$ cat src/rtl/uart_pkg.sv
// Shared UART constants and the receive-core state encoding.
// Latency: n/a (package only).
// Backpressure: n/a (package only).
package uart_pkg;

    localparam int CLK_FREQ_HZ = 100000000;
    localparam int BAUD        = 115200;
    localparam int CLK_PER_BIT = CLK_FREQ_HZ / BAUD;

    typedef enum logic [2:0] {
        IDLE,
        START,
        DATA,
        STOP,
        WAIT_IDLE
    } rx_state_t;

endpackage

$ cat src/rtl/uart_rx_core.sv
// 8N1 UART receive core: 2-flop input synchronizer plus mid-bit sampling state machine.
// Latency: byte_valid pulses CLK_PER_BIT/2 + 9*CLK_PER_BIT cycles after IDLE sees the start bit.
// Backpressure: none; byte_valid is a single-cycle pulse the consumer must take or lose.
module uart_rx_core #(
    parameter int CLK_PER_BIT = uart_pkg::CLK_PER_BIT
) (
    input  logic       clk,
    input  logic       rst,
    input  logic       uart_tx_in,
    output logic [7:0] byte_out,
    output logic       byte_valid,
    output logic       frame_err_pulse
);
    import uart_pkg::*;

    localparam int              CW        = $clog2(CLK_PER_BIT);
    localparam logic [CW-1:0]   HALF_LOAD = CW'(CLK_PER_BIT / 2 - 1);
    localparam logic [CW-1:0]   BIT_LOAD  = CW'(CLK_PER_BIT - 1);

    logic            sync1;
    logic            rxs;
    rx_state_t       state;
    logic [CW-1:0]   cnt;
    logic [2:0]      idx;
    logic [7:0]      shreg;

    // Two-flop synchronizer; both stages reset to the idle (high) line level.
    always_ff @(posedge clk) begin
        if (rst) begin
            sync1 <= 1'b1;
            rxs   <= 1'b1;
        end else begin
            sync1 <= uart_tx_in;
            rxs   <= sync1;
        end
    end

    // Frame state machine: half-bit to start-bit centre, then one full bit per sample.
    always_ff @(posedge clk) begin
        if (rst) begin
            state           <= IDLE;
            cnt             <= '0;
            idx             <= '0;
            shreg           <= '0;
            byte_out        <= '0;
            byte_valid      <= 1'b0;
            frame_err_pulse <= 1'b0;
        end else begin
            byte_valid      <= 1'b0;
            frame_err_pulse <= 1'b0;
            case (state)
                IDLE: begin
                    if (!rxs) begin
                        cnt   <= HALF_LOAD;
                        state <= START;
                    end
                end
                START: begin
                    if (cnt == '0) begin
                        if (!rxs) begin
                            idx   <= '0;
                            cnt   <= BIT_LOAD;
                            state <= DATA;
                        end else begin
                            // Line back high at start-bit centre: a glitch, not a frame.
                            state <= IDLE;
                        end
                    end else begin
                        cnt <= cnt - 1'b1;
                    end
                end
                DATA: begin
                    if (cnt == '0) begin
                        shreg[idx] <= rxs;
                        cnt        <= BIT_LOAD;
                        if (idx == 3'd7) begin
                            state <= STOP;
                        end else begin
                            idx <= idx + 1'b1;
                        end
                    end else begin
                        cnt <= cnt - 1'b1;
                    end
                end
                STOP: begin
                    if (cnt == '0) begin
                        if (rxs) begin
                            byte_out   <= shreg;
                            byte_valid <= 1'b1;
                            state      <= IDLE;
                        end else begin
                            // Bad stop bit: drop the byte and wait out any break.
                            frame_err_pulse <= 1'b1;
                            state           <= WAIT_IDLE;
                        end
                    end else begin
                        cnt <= cnt - 1'b1;
                    end
                end
                WAIT_IDLE: begin
                    if (rxs) begin
                        state <= IDLE;
                    end
                end
                default: state <= IDLE;
            endcase
        end
    end

endmodule

$ cat src/rtl/uart_rx_with_buffer.sv
// UART receiver with a show-ahead byte FIFO and sticky overflow / framing-error flags.
// Latency: a received byte is visible on rx_data/rx_valid one cycle after the core's byte_valid.
// Backpressure: rx_ready pops the head; a byte arriving into a full FIFO without a same-cycle pop is dropped.
module uart_rx_with_buffer #(
    parameter int CLK_PER_BIT = uart_pkg::CLK_PER_BIT,
    parameter int DEPTH       = 16
) (
    input  logic                       clk,
    input  logic                       rst,
    input  logic                       uart_tx_in,
    output logic [7:0]                 rx_data,
    output logic                       rx_valid,
    input  logic                       rx_ready,
    output logic [$clog2(DEPTH+1)-1:0] rx_count,
    output logic                       overflow,
    output logic                       frame_error,
    input  logic                       clear_errors
);
    localparam int PW   = $clog2(DEPTH);
    localparam int CNTW = $clog2(DEPTH + 1);

    logic [7:0]    byte_out;
    logic          byte_valid;
    logic          frame_err_pulse;

    logic [7:0]    mem [DEPTH];
    logic [PW-1:0] wr_ptr;
    logic [PW-1:0] rd_ptr;
    logic          full;
    logic          pop;
    logic          do_push;

    uart_rx_core #(
        .CLK_PER_BIT (CLK_PER_BIT)
    ) u_core (
        .clk             (clk),
        .rst             (rst),
        .uart_tx_in      (uart_tx_in),
        .byte_out        (byte_out),
        .byte_valid      (byte_valid),
        .frame_err_pulse (frame_err_pulse)
    );

    assign rx_valid = (rx_count != '0);
    assign rx_data  = mem[rd_ptr];
    assign full     = (rx_count == CNTW'(DEPTH));
    assign pop      = rx_valid && rx_ready;
    // A pop in the same cycle frees the slot, so a full FIFO can still accept.
    assign do_push  = byte_valid && (!full || pop);

    // FIFO storage, pointers and occupancy.
    always_ff @(posedge clk) begin
        if (rst) begin
            wr_ptr   <= '0;
            rd_ptr   <= '0;
            rx_count <= '0;
            for (int i = 0; i < DEPTH; i++) begin
                mem[i] <= '0;
            end
        end else begin
            if (do_push) begin
                mem[wr_ptr] <= byte_out;
                wr_ptr      <= wr_ptr + PW'(1);
            end
            if (pop) begin
                rd_ptr <= rd_ptr + PW'(1);
            end
            if (do_push && !pop) begin
                rx_count <= rx_count + CNTW'(1);
            end else if (!do_push && pop) begin
                rx_count <= rx_count - CNTW'(1);
            end
        end
    end

    // Sticky error flags; a new event in the clear cycle keeps the flag set.
    always_ff @(posedge clk) begin
        if (rst) begin
            overflow    <= 1'b0;
            frame_error <= 1'b0;
        end else begin
            if (byte_valid && full && !pop) begin
                overflow <= 1'b1;
            end else if (clear_errors) begin
                overflow <= 1'b0;
            end
            if (frame_err_pulse) begin
                frame_error <= 1'b1;
            end else if (clear_errors) begin
                frame_error <= 1'b0;
            end
        end
    end

endmodule
$ cat config.mk
export PLATFORM = sky130hd
export DESIGN_NAME = uart_rx_with_buffer
export DESIGN_NICKNAME = d
export VERILOG_FILES = /design/src/rtl/uart_pkg.sv /design/src/rtl/uart_rx_core.sv /design/src/rtl/uart_rx_with_buffer.sv
export SDC_FILE = /design/constraint.sdc
export NUM_CORES = 1
export LEC_CHECK = 0
export CORE_AREA = 3 3 189 99
export CTS_CLUSTER_SIZE = 25
export DETAILED_ROUTE_END_ITERATION = 10
export DIE_AREA = 0 0 192 102
export DONT_BUFFER_PORTS = 1
export GPL_TIMING_DRIVEN = 1
export SLEW_MARGIN = 0
export SYNTH_ARGS = -nofsm -noshare
export SYNTH_HDL_FRONTEND = slang
export SYNTH_HIERARCHICAL = 1
export SYNTH_SLANG_ARGS = --single-unit
export TNS_END_PERCENT = 20
$ cat constraint.sdc
create_clock -name clk -period 6.3 [get_ports clk]
set_clock_uncertainty 0.05 [all_clocks]
set_input_delay 0.63 -clock clk [delete_from_list [all_inputs] [get_ports clk]]
set_output_delay 0.63 -clock clk [all_outputs]
set_load 0.03 [all_outputs]
# Yosys cells after proc, flatten, opt, wreduce, memory -nomap -nowiden
# Memories as Yosys holds them, arrays and structs flattened. A register that Yosys moved wholly into a read port is not among the register bits.
# Index checks and enable logic that the tools add are counted.
# classes
n_addsub,6
mul,0
n_div,0
magnitude_cmp,2
eq_ne,16
n_shift,0
n_mux,40
n_bitwise,2
n_reduce_logical,26
# op_table
cell,n
$mux W10,5
$pmux W10 S4,1
$mux W3,11
$pmux W3 S5,1
$mux W1,12
$mux W4,3
$logic_not A10 Y1,1
$mux W5,2
$ne A2 B1 Y1 const B,5
$sub A10 B1 Y10 const B,1
$add A4 B1 Y4 const B,2
$bwmux W8,1
$mux W8,1
$ne A2 B2 Y1 const B,4
$reduce_bool A2 Y1,4
$reduce_or A8 Y1,1
$logic_and A1 B1 Y1,7
$eq A3 B2 Y1 const B,2
$eq A3 B3 Y1 const B,2
$pmux W3 S2,1
$reduce_and A6 Y1,1
$add A5 B1 Y5 const B,1
$eq A5 B5 Y1 const B,1
$reduce_and A5 Y1,1
other kinds (18),21
# totals
register_bits,51
latch_bits,0
ram_bits,128
rom_bits,0
input_bits,5
wordCells,107
n_memories,1
# mem_list
name,words,word_bits,read_ports,rd_ports_with_merged_regs,write_ports,line,rtl
mem,16,8,1,1,16,uart_rx_with_buffer.sv:26,logic [7:0] mem [DEPTH];

# Logic depth before layout (Yosys ltp)
# logic_depth
depth_word,9
mapped_depth,10
mapped_depth_nobuf,10

# Cells and area by module
# Netlist, hierarchy kept.
# by_module_without_submodules
mod,instances,cells_per_inst,area_per_inst_um2,seq_area_each_um2
uart_rx_with_buffer,1,498,6713.9,4224.1
uart_rx_core,1,204,1821.7,720.7

# Least setup slack after synthesis
# OpenSTA, ideal clock, no wires.
# synth_path
path_type,reg2reg
from,reg rx_count[0]
to,reg rx_count[4]
arrival_ps,2640
slack_ps,3489
stages_incl_launch_ff,11
path_buffers,0
synth_period_minus_slack_ps,2811
cell_sequence,dfxtp_1 > or4_4 > o21ai_4 > inv_1 > ha_1 > inv_1 > ha_1 > a21oi_1 > a211oi_1 > a31oi_1 > mux2_2
# synth_via
elab_chain_cells,7
# synth_rtl
item,line,rtl
"start, declared",uart_rx_with_buffer.sv:14,"output logic [$clog2(DEPTH+1)-1:0] rx_count,"
"start signal, assigned",uart_rx_with_buffer.sv:69,rx_count <= rx_count + CNTW'(1);
"start signal, assigned",uart_rx_with_buffer.sv:71,rx_count <= rx_count - CNTW'(1);
branches (longest 7 deep; another with $sub A5 B1 Y5),-,
# Several ways; the timed one is not identified. The select of a mux whose other input is x is not followed.
# A chain may end at the register's enable or synchronous reset.

==> flow_summary_export.csv <==
group,metric,value,unit
run_status,outcome,"finished clean",
final_layout,antennaDiodeCount,0,
worst_setup_path,crit_end,"rx_data[7]",
global_routing,antenna_found_initial,0,
timing,fin_crit,3350,ps
yosys,synth_nets,721,
yosys,yosys_warnings,6,
global_routing,grt_pass1_wl,29400,microns
global_routing,grt_pass1_vias,5182,
timing,drv_slew,0,
pwr,irDropWorstVdd,0.187,mV
drt,first_pass_iters,7,
floorplanning,rows,34,
yosys,ys_seq_elements,183,
floorplanning,dieWidth,192,microns
worst_setup_path,r2r_setup_slack,3280,ps
timing,max_freq,0.298,GHz
min_path,min_path_type,"primary input to flip-flop",
cts,cts_tree,"built",
timing,holdWs,216,ps
pwr,clkPwrFrac,36.1,%
final_layout,nets,706,
cts,cts_buffer_depth,2,
pwr,cellPowerDensity,319,mW/mm^2
place,post-place-ws,3310,ps
drt,wl_per_cell,19.8,microns
run,cap_violations,0,
pwr,switching_share,28.6,%
cts,clkTransAtPathRegs,60,ps
floorplanning,initial_core_util,49.8,%
yosys,avgSynthCellArea,12.2,sq um
global_routing,grt_max_degree,73,
cts,cts_buffers,17,
timing,fin_ws,2950,ps
worst_setup_path,worst_setup_path_start_kind,"flip-flop",
pwr,p_int,2100,uW
final_layout,drive_gt1_share,12.6,%
yosys,syn_area,0.00854,sq mm
final_layout,final_core_util,53.8,%
yosys,synth-edff-count,128,
worst_setup_path,crit_fanout,22,
worst_setup_path,criticalPathCategory,"flip-flop to output pin",
cts,clk_latency,430,ps
cts,clock_sinks,183,
floorplanning,dieArea,0.0196,sq mm
place,gp_congestion,0.800,
cts,cts_resized,0,
worst_setup_path,critPathRequiredTime,5620,ps
final_layout,area_delta_synth_final,8.06,%
pwr,p_seq_share,47.8,%
yosys,async_flop_share,0,%
drt,antenna_left,0,
timing,finalSetupTns,0,ps
drt,viasPerCell,5.68,
cts,cts_hold_buffers,0,
pwr,p_switching,841,uW
timing,tightestPinTransition,1100,ps
yosys,ys.flop_type,"edfxtp_1",
worst_setup_path,reg2reg_depth,10,
drt,first_iter_violations,425,
drt,route.vias.total,5305,
drt,drcViolationCount,0,
timing,slew_headroom,26.5,%
place,hpwlAfterDp,12100,microns
yosys,ys_seq_area_share,57.9,%
floorplanning,pin_count,21,
floorplanning,core_area,0.0171,sq mm
yosys,synth_cell_types,61,
floorplanning,die_y,102,microns
worst_setup_path,r2r-end,"rx_count[4]$_SDFFE_PP0P_",
drt,totalWireLength,18500,microns
cts,cts-root-buf,"clkbuf_16",
timing,setup_violations,0,
worst_setup_path,r2r_start,"rx_count[0]$_SDFFE_PP0P_",
pwr,p_comb_share,16.1,%
global_routing,track_usage,19.9,%
cts,htreeDepth,4,
timing,final_hold_viol_count,0,
global_routing,grt.overflow.total,0,
cts,cts_setup_buffers,0,
timing,rsz0062_at_grt,"false",
worst_setup_path,end_kind,"output pin",
yosys,syn_inst,702,
worst_setup_path,crit_arrival,2670,ps
place,portBuffers,0,
pwr,p_leak,0.00322,uW
timing,finalCritPeriodShare,53.2,%
==> worst min-delay path by stage <==
| stage | start | end | slack [ps] | depth (start not counted) |
|---|---|---|---|---|
| floorplan | u_core/sync1$_SDFF_PP1_ | u_core/rxs$_SDFF_PP1_ | 340 | 1 |
| global placement | u_core/sync1$_SDFF_PP1_ | u_core/rxs$_SDFF_PP1_ | 340 | 1 |
| finish | rst | u_core/cnt[1]$_SDFFE_PP0P_ | 220 | 1 |
| detailed placement | u_core/sync1$_SDFF_PP1_ | u_core/rxs$_SDFF_PP1_ | 350 | 1 |
| global route | rst | u_core/cnt[8]$_SDFFE_PP0P_ | 200 | 1 |
| CTS | rst | u_core/cnt[1]$_SDFFE_PP0P_ | 210 | 1 |
==> power by group through the flow <==
| stage | combinational [uW] | sequential (uW) | clock, uW |
|---|---|---|---|
| after global routing | 512 | 1410 | 1130 |
| after detailed placement | 474 | 1430 | 0 |
| after global placement | 469 | 1430 | 0 |
| final | 472 | 1410 | 1060 |
| after CTS | 476 | 1410 | 1070 |
| after floorplan | 414 | 1410 | 0 |
==> cell type report <==
cell class	count	area, sq um
Clock buffer	21	482
Clock inverter	11	106
Fill cell	1475	7920
Inverter	12	45.0
Multi-Input combinational cell	467	3310
Sequential cell	183	4950
Tap cell	234	293
Timing Repair Buffer	6	45.0
==> kinds of logic after synthesis <==
kind of cell / share of synthesized area [%]
adders and majority gates: 2.14
DFF: 57.9
muxes: 10.8
xor gates and xnor gates: 1.03
buffers and inverters: 3.33
AOI/OAI and AO/OA: 7.37
and+or+nand+nor: 17.4
==> per-stage QoR <==
step           cells  area [sq um]  power, uW
6_report         934          9220       2940
5_1_grt          934          9220       3060
4_1_cts          934          9220       2960
3_5_place_dp     902          8640       1910
3_3_place_gp     902          8640       1900
2_1_floorplan    702          8540       1820
==> cells in the final DEF, fill, tap and decap left out, drive strengths merged, types with 3 or more instances in the layout <==
master | netlist | layout
xor2 | 5 | 5
or4 | 4 | 4
nand2 | 54 | 54
o21bai | 16 | 16
a311oi | 3 | 3
a22oi | 17 | 17
clkbuf | 15 | 21
buf | 25 | 6
or3 | 4 | 4
nor2 | 145 | 145
inv | 12 | 17
nor3 | 12 | 12
a32oi | 3 | 3
ha | 13 | 13
nor2b | 8 | 8
a211oi | 4 | 4
and2 | 36 | 36
clkinv | 0 | 6
nand4b | 3 | 3
xnor2 | 5 | 5
nand3 | 13 | 13
dfxtp | 55 | 55
a21oi | 17 | 17
mux2i | 19 | 19
o211ai | 5 | 5
nand4 | 3 | 3
o21ai | 8 | 8
nor4 | 6 | 6
and3 | 7 | 7
mux4 | 32 | 32
nand2b | 3 | 3
edfxtp | 128 | 128
==> synth_stat cells, types with 2 or more instances <==
master / count / area share, %
nand2_1: 53 / 2.3
and3_1: 7 / 0.51
mux2i_1: 19 / 2.2
o21a_1: 2 / 0.18
xnor2_1: 5 / 0.51
buf_2: 3 / 0.18
o211ai_1: 5 / 0.44
nand2b_1: 3 / 0.22
nand4_1: 3 / 0.22
mux4_2: 32 / 8.4
nor3_1: 11 / 0.64
nor4_2: 2 / 0.29
or4_4: 3 / 0.40
buf_6: 4 / 0.53
o21ai_0: 6 / 0.35
buf_1: 6 / 0.26
and4bb_1: 2 / 0.29
nor2_1: 145 / 6.4
dfxtp_1: 55 / 13
nand4b_1: 3 / 0.31
or2_2: 2 / 0.15
inv_1: 12 / 0.53
a211oi_1: 4 / 0.35
o21ai_4: 2 / 0.38
nor4_1: 2 / 0.15
and2_1: 36 / 2.6
xor2_1: 5 / 0.51
a311oi_1: 3 / 0.31
nor2b_1: 8 / 0.59
o21bai_1: 16 / 1.4
a21oi_1: 17 / 1.0
a32oi_1: 3 / 0.31
buf_4: 12 / 1.1
ha_1: 13 / 1.9
nor4_4: 2 / 0.50
nand3_1: 12 / 0.70
clkbuf_1: 14 / 0.62
or3_1: 4 / 0.29
a22oi_1: 17 / 1.5
edfxtp_1: 128 / 45
==> flip-flops by register name, indices dropped and copies added, names as in the netlist, named ones only <==
name	count
u_core/byte_valid	1
frame_error	1
u_core/cnt	10
u_core/state	3
u_core/idx	3
u_core/rxs	1
rx_count	5
u_core/frame_err_pulse	1
u_core/byte_out	8
u_core/sync1	1
rd_ptr	4
wr_ptr	4
overflow	1
u_core/shreg	8
mem	128
==> critical path, stage by stage (launching register included) <==
cell and delay, ps:
dfxtp_2 560, buf_4 490, mux4_2 560, a22oi_1 340
nand2_1 290
==> routing by layer <==
metal | global-route usage, % | share of wire (%)
met5 | 0 | 0
met1 | 28.0 | 46
met3 | 4.56 | 6.4
met4 | 4.31 | 0.80
met2 | 32.3 | 47
Power figures use the tool's default switching activity.
